[src/rtl/key_cond_pkg.sv]
// Shared types and constants for the key input conditioner: debounce state
// encoding and the saturating glitch counter helper.
package key_cond_pkg;

    typedef enum logic [1:0] {
        LOW      = 2'b00,
        RISE_CHK = 2'b01,
        HIGH     = 2'b10,
        FALL_CHK = 2'b11
    } key_state_e;

    localparam int GLITCH_W = 8;
    localparam logic [GLITCH_W-1:0] GLITCH_MAX = 8'd255;

    // Clear has priority over an increment; the count holds at GLITCH_MAX.
    function automatic logic [GLITCH_W-1:0] glitch_next(
        input logic [GLITCH_W-1:0] cur,
        input logic                inc,
        input logic                clr
    );
        logic [GLITCH_W-1:0] nxt;
        if (clr) begin
            nxt = {GLITCH_W{1'b0}};
        end else if (inc && (cur != GLITCH_MAX)) begin
            nxt = cur + 8'd1;
        end else begin
            nxt = cur;
        end
        return nxt;
    endfunction

endpackage

[src/rtl/bit_sync.sv]
// Multi-flop synchroniser for a single asynchronous bit; all stages clear to 0
// on reset so a raw input held high at release looks like a fresh edge.
module bit_sync #(
    parameter int STAGES = 2
) (
    input  logic clk,
    input  logic rst_n,
    input  logic d,
    output logic q
);

    logic [STAGES-1:0] sync_q;
    logic [STAGES-1:0] sync_d;

    // Shift the raw bit one stage deeper each cycle.
    always_comb begin
        sync_d = {sync_q[STAGES-2:0], d};
    end

    // Synchroniser stage registers.
    always_ff @(posedge clk or negedge rst_n) begin
        if (!rst_n) begin
            sync_q <= {STAGES{1'b0}};
        end else begin
            sync_q <= sync_d;
        end
    end

    assign q = sync_q[STAGES-1];

endmodule

[src/rtl/key_conditioner.sv]
// Synchronises and debounces a bouncing contact input into a clean level A,
// with one-cycle edge pulses and a saturating count of rejected bounces.
module key_conditioner
    import key_cond_pkg::*;
#(
    parameter int SYNC_STAGES     = 2,
    parameter int DEBOUNCE_CYCLES = 16
) (
    input  logic                Clock,
    input  logic                Reset,
    input  logic                key_raw,
    input  logic                glitch_clr,
    output logic                A,
    output logic                a_rise,
    output logic                a_fall,
    output logic [GLITCH_W-1:0] glitch_cnt
);

    localparam int CNT_W = $clog2(DEBOUNCE_CYCLES);
    localparam logic [CNT_W-1:0] CNT_ONE  = CNT_W'(1);
    localparam logic [CNT_W-1:0] CNT_LAST = CNT_W'(DEBOUNCE_CYCLES - 1);

    if (SYNC_STAGES < 2) begin : g_bad_sync_stages
        $error("key_conditioner: SYNC_STAGES must be >= 2");
    end
    if (DEBOUNCE_CYCLES < 2) begin : g_bad_debounce_cycles
        $error("key_conditioner: DEBOUNCE_CYCLES must be >= 2");
    end

    logic                key_s;
    logic                glitch_inc_s;
    key_state_e          state_q, state_d;
    logic [CNT_W-1:0]    cnt_q, cnt_d;
    logic                a_q, a_d;
    logic                a_rise_q, a_rise_d;
    logic                a_fall_q, a_fall_d;
    logic [GLITCH_W-1:0] glitch_q, glitch_d;

    bit_sync #(
        .STAGES (SYNC_STAGES)
    ) u_key_sync (
        .clk   (Clock),
        .rst_n (Reset),
        .d     (key_raw),
        .q     (key_s)
    );

    // Debounce FSM: a level change is accepted only after DEBOUNCE_CYCLES
    // consecutive agreeing samples; the first sample is the one that leaves LOW/HIGH.
    always_comb begin
        state_d      = state_q;
        cnt_d        = cnt_q;
        a_d          = a_q;
        a_rise_d     = 1'b0;
        a_fall_d     = 1'b0;
        glitch_inc_s = 1'b0;
        case (state_q)
            LOW: begin
                if (key_s) begin
                    state_d = RISE_CHK;
                    cnt_d   = CNT_ONE;
                end else begin
                    state_d = LOW;
                end
            end
            RISE_CHK: begin
                if (!key_s) begin
                    state_d      = LOW;
                    cnt_d        = {CNT_W{1'b0}};
                    glitch_inc_s = 1'b1;
                end else if (cnt_q == CNT_LAST) begin
                    state_d  = HIGH;
                    cnt_d    = {CNT_W{1'b0}};
                    a_d      = 1'b1;
                    a_rise_d = 1'b1;
                end else begin
                    cnt_d = cnt_q + CNT_ONE;
                end
            end
            HIGH: begin
                if (!key_s) begin
                    state_d = FALL_CHK;
                    cnt_d   = CNT_ONE;
                end else begin
                    state_d = HIGH;
                end
            end
            FALL_CHK: begin
                if (key_s) begin
                    state_d      = HIGH;
                    cnt_d        = {CNT_W{1'b0}};
                    glitch_inc_s = 1'b1;
                end else if (cnt_q == CNT_LAST) begin
                    state_d  = LOW;
                    cnt_d    = {CNT_W{1'b0}};
                    a_d      = 1'b0;
                    a_fall_d = 1'b1;
                end else begin
                    cnt_d = cnt_q + CNT_ONE;
                end
            end
            default: begin
                state_d = LOW;
                cnt_d   = {CNT_W{1'b0}};
                a_d     = 1'b0;
            end
        endcase
        glitch_d = glitch_next(glitch_q, glitch_inc_s, glitch_clr);
    end

    // State, counters and all outputs are registered.
    always_ff @(posedge Clock or negedge Reset) begin
        if (!Reset) begin
            state_q  <= LOW;
            cnt_q    <= {CNT_W{1'b0}};
            a_q      <= 1'b0;
            a_rise_q <= 1'b0;
            a_fall_q <= 1'b0;
            glitch_q <= {GLITCH_W{1'b0}};
        end else begin
            state_q  <= state_d;
            cnt_q    <= cnt_d;
            a_q      <= a_d;
            a_rise_q <= a_rise_d;
            a_fall_q <= a_fall_d;
            glitch_q <= glitch_d;
        end
    end

    assign A          = a_q;
    assign a_rise     = a_rise_q;
    assign a_fall     = a_fall_q;
    assign glitch_cnt = glitch_q;

endmodule

[config.mk]
export PLATFORM = sky130hd
export DESIGN_NAME = key_conditioner
export DESIGN_NICKNAME = d
export VERILOG_FILES = /design/src/rtl/key_cond_pkg.sv /design/src/rtl/bit_sync.sv /design/src/rtl/key_conditioner.sv
export SDC_FILE = /design/constraint.sdc
export NUM_CORES = 1
export LEC_CHECK = 0
export ABC_AREA = 1
export BUFFER_PORTS_ARGS = -buffer_cell sky130_fd_sc_hd__buf_2
export CAP_MARGIN = 10
export CORE_MARGIN = 1
export CORE_UTILIZATION = 40
export CTS_CLUSTER_SIZE = 28
export DETAILED_ROUTE_END_ITERATION = 7
export PLACE_DENSITY = 0.57
export SKIP_CTS_REPAIR_TIMING = 1
export SYNTH_ARGS = -nofsm -noshare
export SYNTH_HDL_FRONTEND = slang
export SYNTH_SLANG_ARGS = --single-unit
[constraint.sdc]
create_clock -name Clock -period 3.7 [get_ports Clock]
set_input_delay 0.37 -clock Clock [delete_from_list [all_inputs] [get_ports Clock]]
set_output_delay 0.37 -clock Clock [all_outputs]
set_load 0.01 [all_outputs]
==> reports/summary.md <==
* 23.96% — met1 Track Usage GR
* 43.65% — initial standard-cell utilization of the core
* 3374 µm — first-pass GRT wire length
* 0 — Hold Violations, Final
* 8 — maximum net fanout on the critical path
* 47.86% — sequential fraction of the synthesis area
* key_raw — HP Start
* 131 — syn nets
* 0 — remaining global-route overflow
* 17.17% — GRT Util Overall
* 2 — maximum count of clock buffers along a single path
* 150 — final layout net count
* 19 — number of storage elements in the synthesis netlist
* 1.57 ns — worst path arrival time
* 19 — CTS Sinks
* 0 — Synth warnings
* 0 — Post-synth EDFFs
* 37.49% — part of the cycle the worst path needs
* 20 — maximum number of pins on one net before global-route repair
* false — RSZ-0062 raised after global routing
* 2687 µm² — total die area
* 2276 µm² — core area
* 11.09 µm — final routed wire length divided by cell count
* 0.10 ns — CTS clk-pin slew, worst paths
* sky130_fd_sc_hd__nand2_1 — leading cell type by number of instances after synthesis
* flip-flop — category of the worst setup path launch point
* 0 — initial antenna violation count
* 39 x sky130_fd_sc_hd__nand2_1, 19 x sky130_fd_sc_hd__dfrtp_1, 13 x sky130_fd_sc_hd__nand3_1, 10 x sky130_fd_sc_hd__nor2_1, 8 x sky130_fd_sc_hd__inv_1 — leading cell types by count after synthesis
* 993.5 µm² — area of the mapped netlist
* sky130_fd_sc_hd__dfrtp_1 — main flop type after synthesis
* 0.3577 mW — total chip power
* 47.86% — Yosys top cell area share
* 3 — TritonCTS Buffers
* 2.31 ns — setup slack of the most critical reg-to-reg path
* 2.327 ns — setup slack at placement
* 0 — final slew viol count
* 5.556% — GRT met3 Usage
* 227 — total of fill cells in the finished design
* sky130_fd_sc_hd__dfrtp_1 — biggest area consumer among synthesized cells
* 0 — antenna diode count
* 741 — vias in the first global route
* 51.84 µm — die height
* 51.84 µm — Die X-Extent
* 1.387 ns — time the worst path needs with I/O delays and setup
* 0 — # Max-Cap Violations
* 0.30 ns — source-to-sink clock delay at the later pin of the worst-skew pair
* 0 — number of nets still failing antenna checks after routing
* 1 — cell count of the worst hold path
* glitch_cnt[0]$_DFFE_PN0P_ — startpoint of the worst-slack reg-to-reg timing path
* 4.708 — routed via count divided by cell count
* 7.948 µm² — Avg Cell Area, Syn
* 3.88 ns — WP data required
* 13.60% — synth-to-layout area growth
* 71.68% — Relative slew margins
* 0 — DRC violation count after routing
* primary input to flip-flop — class of the tightest hold or removal check
* 456.7 µm² — area occupied by multi-input gates
* 15 — I/O pin cnt
* 18 — starting DRC count in detailed routing
* 25.00% — met2 Use GR
* 0 — number of endpoints failing setup at the final stage
* 2.313 ns — worst setup margin
* met2 — most utilized layer in the global route result
* 21 — post-synth cell types
* u_key_sync.sync_q[0]$_DFF_PN0_ — worst hold path endpoint
* 0.5851 nW — Static Leakage
* 0.1760 ns — final hold slack
* 1422 µm — HPWL after DPL
* done — TritonCTS clock tree
* 1896 µm — Routed WL
* 100.0% — FFs w/ async S/R, synth
* 475.5 µm² — area occupied by registers
* sky130_fd_sc_hd__clkbuf_4 — Clock Tree Root
* 8 — depth of the worst register-to-register path
* glitch_cnt[0]$_DFFE_PN0P_ — capturing point of the worst reg2reg path
* 125 — post-synthesis cell count
* 23.08% — fraction of layout instances using a drive strength above 1
* 1 — htree depth
* 0 ns — aggregate negative setup slack
* finished clean — run status
* 17 — row count
* 0.006436 ns — Fin Clk Skew
* sky130_fd_sc_hd__dfrtp_1 48%, sky130_fd_sc_hd__nand2_1 15%, sky130_fd_sc_hd__nand3_1 6.5%, sky130_fd_sc_hd__nand4_1 3.8%, sky130_fd_sc_hd__nor2_1 3.8% — biggest area contributors in the synthesized netlist
* 4 — router iterations before antenna repair
* 0.7209 GHz — achievable frequency
* 316.9 nW/µm² — power per unit of standard cell area
* 0.4248 ns — pin slew with the least headroom to its limit
* flip-flop to flip-flop — kind of critical path
* 0.8215 — gp weighted congestion
* flip-flop — crit path capture type
* 805 — total number of vias
* 0.1723 mV — Peak supply drop
* 14 — IO Port Bufs
## worst max-delay path: stages (launching register included)
cell,delay [ns]
sky130_fd_sc_hd__dfrtp_1,0.42
sky130_fd_sc_hd__ha_1,0.28
sky130_fd_sc_hd__nand2_2,0.09
sky130_fd_sc_hd__nor2_4,0.11
sky130_fd_sc_hd__nand2_2,0.07
sky130_fd_sc_hd__nand2_4,0.07
sky130_fd_sc_hd__inv_2,0.08
sky130_fd_sc_hd__nand3_1,0.07
sky130_fd_sc_hd__o21ai_1,0.09
## how the worst max path moves through the flow
stage,depth (start not counted),endpoint,start
6_report,8,glitch_cnt[0]$_DFFE_PN0P_,glitch_cnt[0]$_DFFE_PN0P_
5_1_grt,8,glitch_cnt[0]$_DFFE_PN0P_,glitch_cnt[0]$_DFFE_PN0P_
4_1_cts,8,glitch_cnt[0]$_DFFE_PN0P_,glitch_cnt[0]$_DFFE_PN0P_
3_5_place_dp,8,glitch_cnt[0]$_DFFE_PN0P_,glitch_cnt[0]$_DFFE_PN0P_
3_3_place_gp,6,glitch_cnt[4]$_DFFE_PN0P_,glitch_cnt[0]$_DFFE_PN0P_
2_1_floorplan,6,glitch_cnt[4]$_DFFE_PN0P_,glitch_cnt[0]$_DFFE_PN0P_
## cell usage in the layout (no fill, tap or decap), types with 2 or more instances in the layout
master | synthesis | layout
sky130_fd_sc_hd__inv_2 | 3 | 3
sky130_fd_sc_hd__inv_1 | 8 | 8
sky130_fd_sc_hd__nand2_4 | 2 | 2
sky130_fd_sc_hd__nand3_1 | 13 | 13
sky130_fd_sc_hd__nor2_1 | 10 | 10
sky130_fd_sc_hd__nor2_2 | 3 | 3
sky130_fd_sc_hd__nand2_2 | 4 | 4
sky130_fd_sc_hd__clkbuf_4 | 0 | 3
sky130_fd_sc_hd__a21oi_1 | 3 | 3
sky130_fd_sc_hd__o21ai_0 | 5 | 5
sky130_fd_sc_hd__ha_1 | 2 | 2
sky130_fd_sc_hd__buf_2 | 0 | 14
sky130_fd_sc_hd__dfrtp_1 | 19 | 19
sky130_fd_sc_hd__nand4_1 | 6 | 6
sky130_fd_sc_hd__nand2_1 | 39 | 39
## flip-flops by register name, indices dropped and copies added, names as in the netlist, named ones only
name               cells
glitch_cnt             8
cnt_q                  4
u_key_sync.sync_q      2
A                      1
a_fall                 1
a_rise                 1
state_q                1
## final cells by class
class	instances	area share, %
flip-flops and latches	19	42.13
multi-input cells	92	40.47
repair buffers	15	7.095
well taps	28	3.104
inverters	13	4.767
clock buffers	3	1.996
clock inverters	1	0.4435
## power breakdown
part | internal, mW | switching [mW]
sequential | 0.214 | 0.00764
clock | 0.0403 | 0.0618
combinational | 0.0117 | 0.0221
total | 0.266 | 0.0916
## stage by stage
step / instance area (µm²) / util (%) / instances
finish: 1129 / 49.59 / 171
global route: 1129 / 49.59 / 171
CTS: 1119 / 49.15 / 170
detailed placement: 1091 / 47.94 / 166
global placement: 1091 / 47.94 / 166
floorplan: 993.5 / - / 125
## routing by layer
metal | routed length, µm | vias to the layer above
met4 | 22 | 0
li1 | - | 438
met2 | 796 | 15
met5 | 0 | -
met3 | 76 | 4
met1 | 1000 | 348
## cells by family after synthesis
| kind of cell | count (synthesis) | synth area share [%] |
|---|---|---|
| flops | 19 | 47.86 |
| simple gates | 79 | 37.28 |
| xor+xnor | 1 | 0.8818 |
| fa+ha+maj | 2 | 2.518 |
| buf+inv | 14 | 6.171 |
| compound gates | 10 | 5.289 |
No activity file was read; power rests on OpenSTA's default activity.
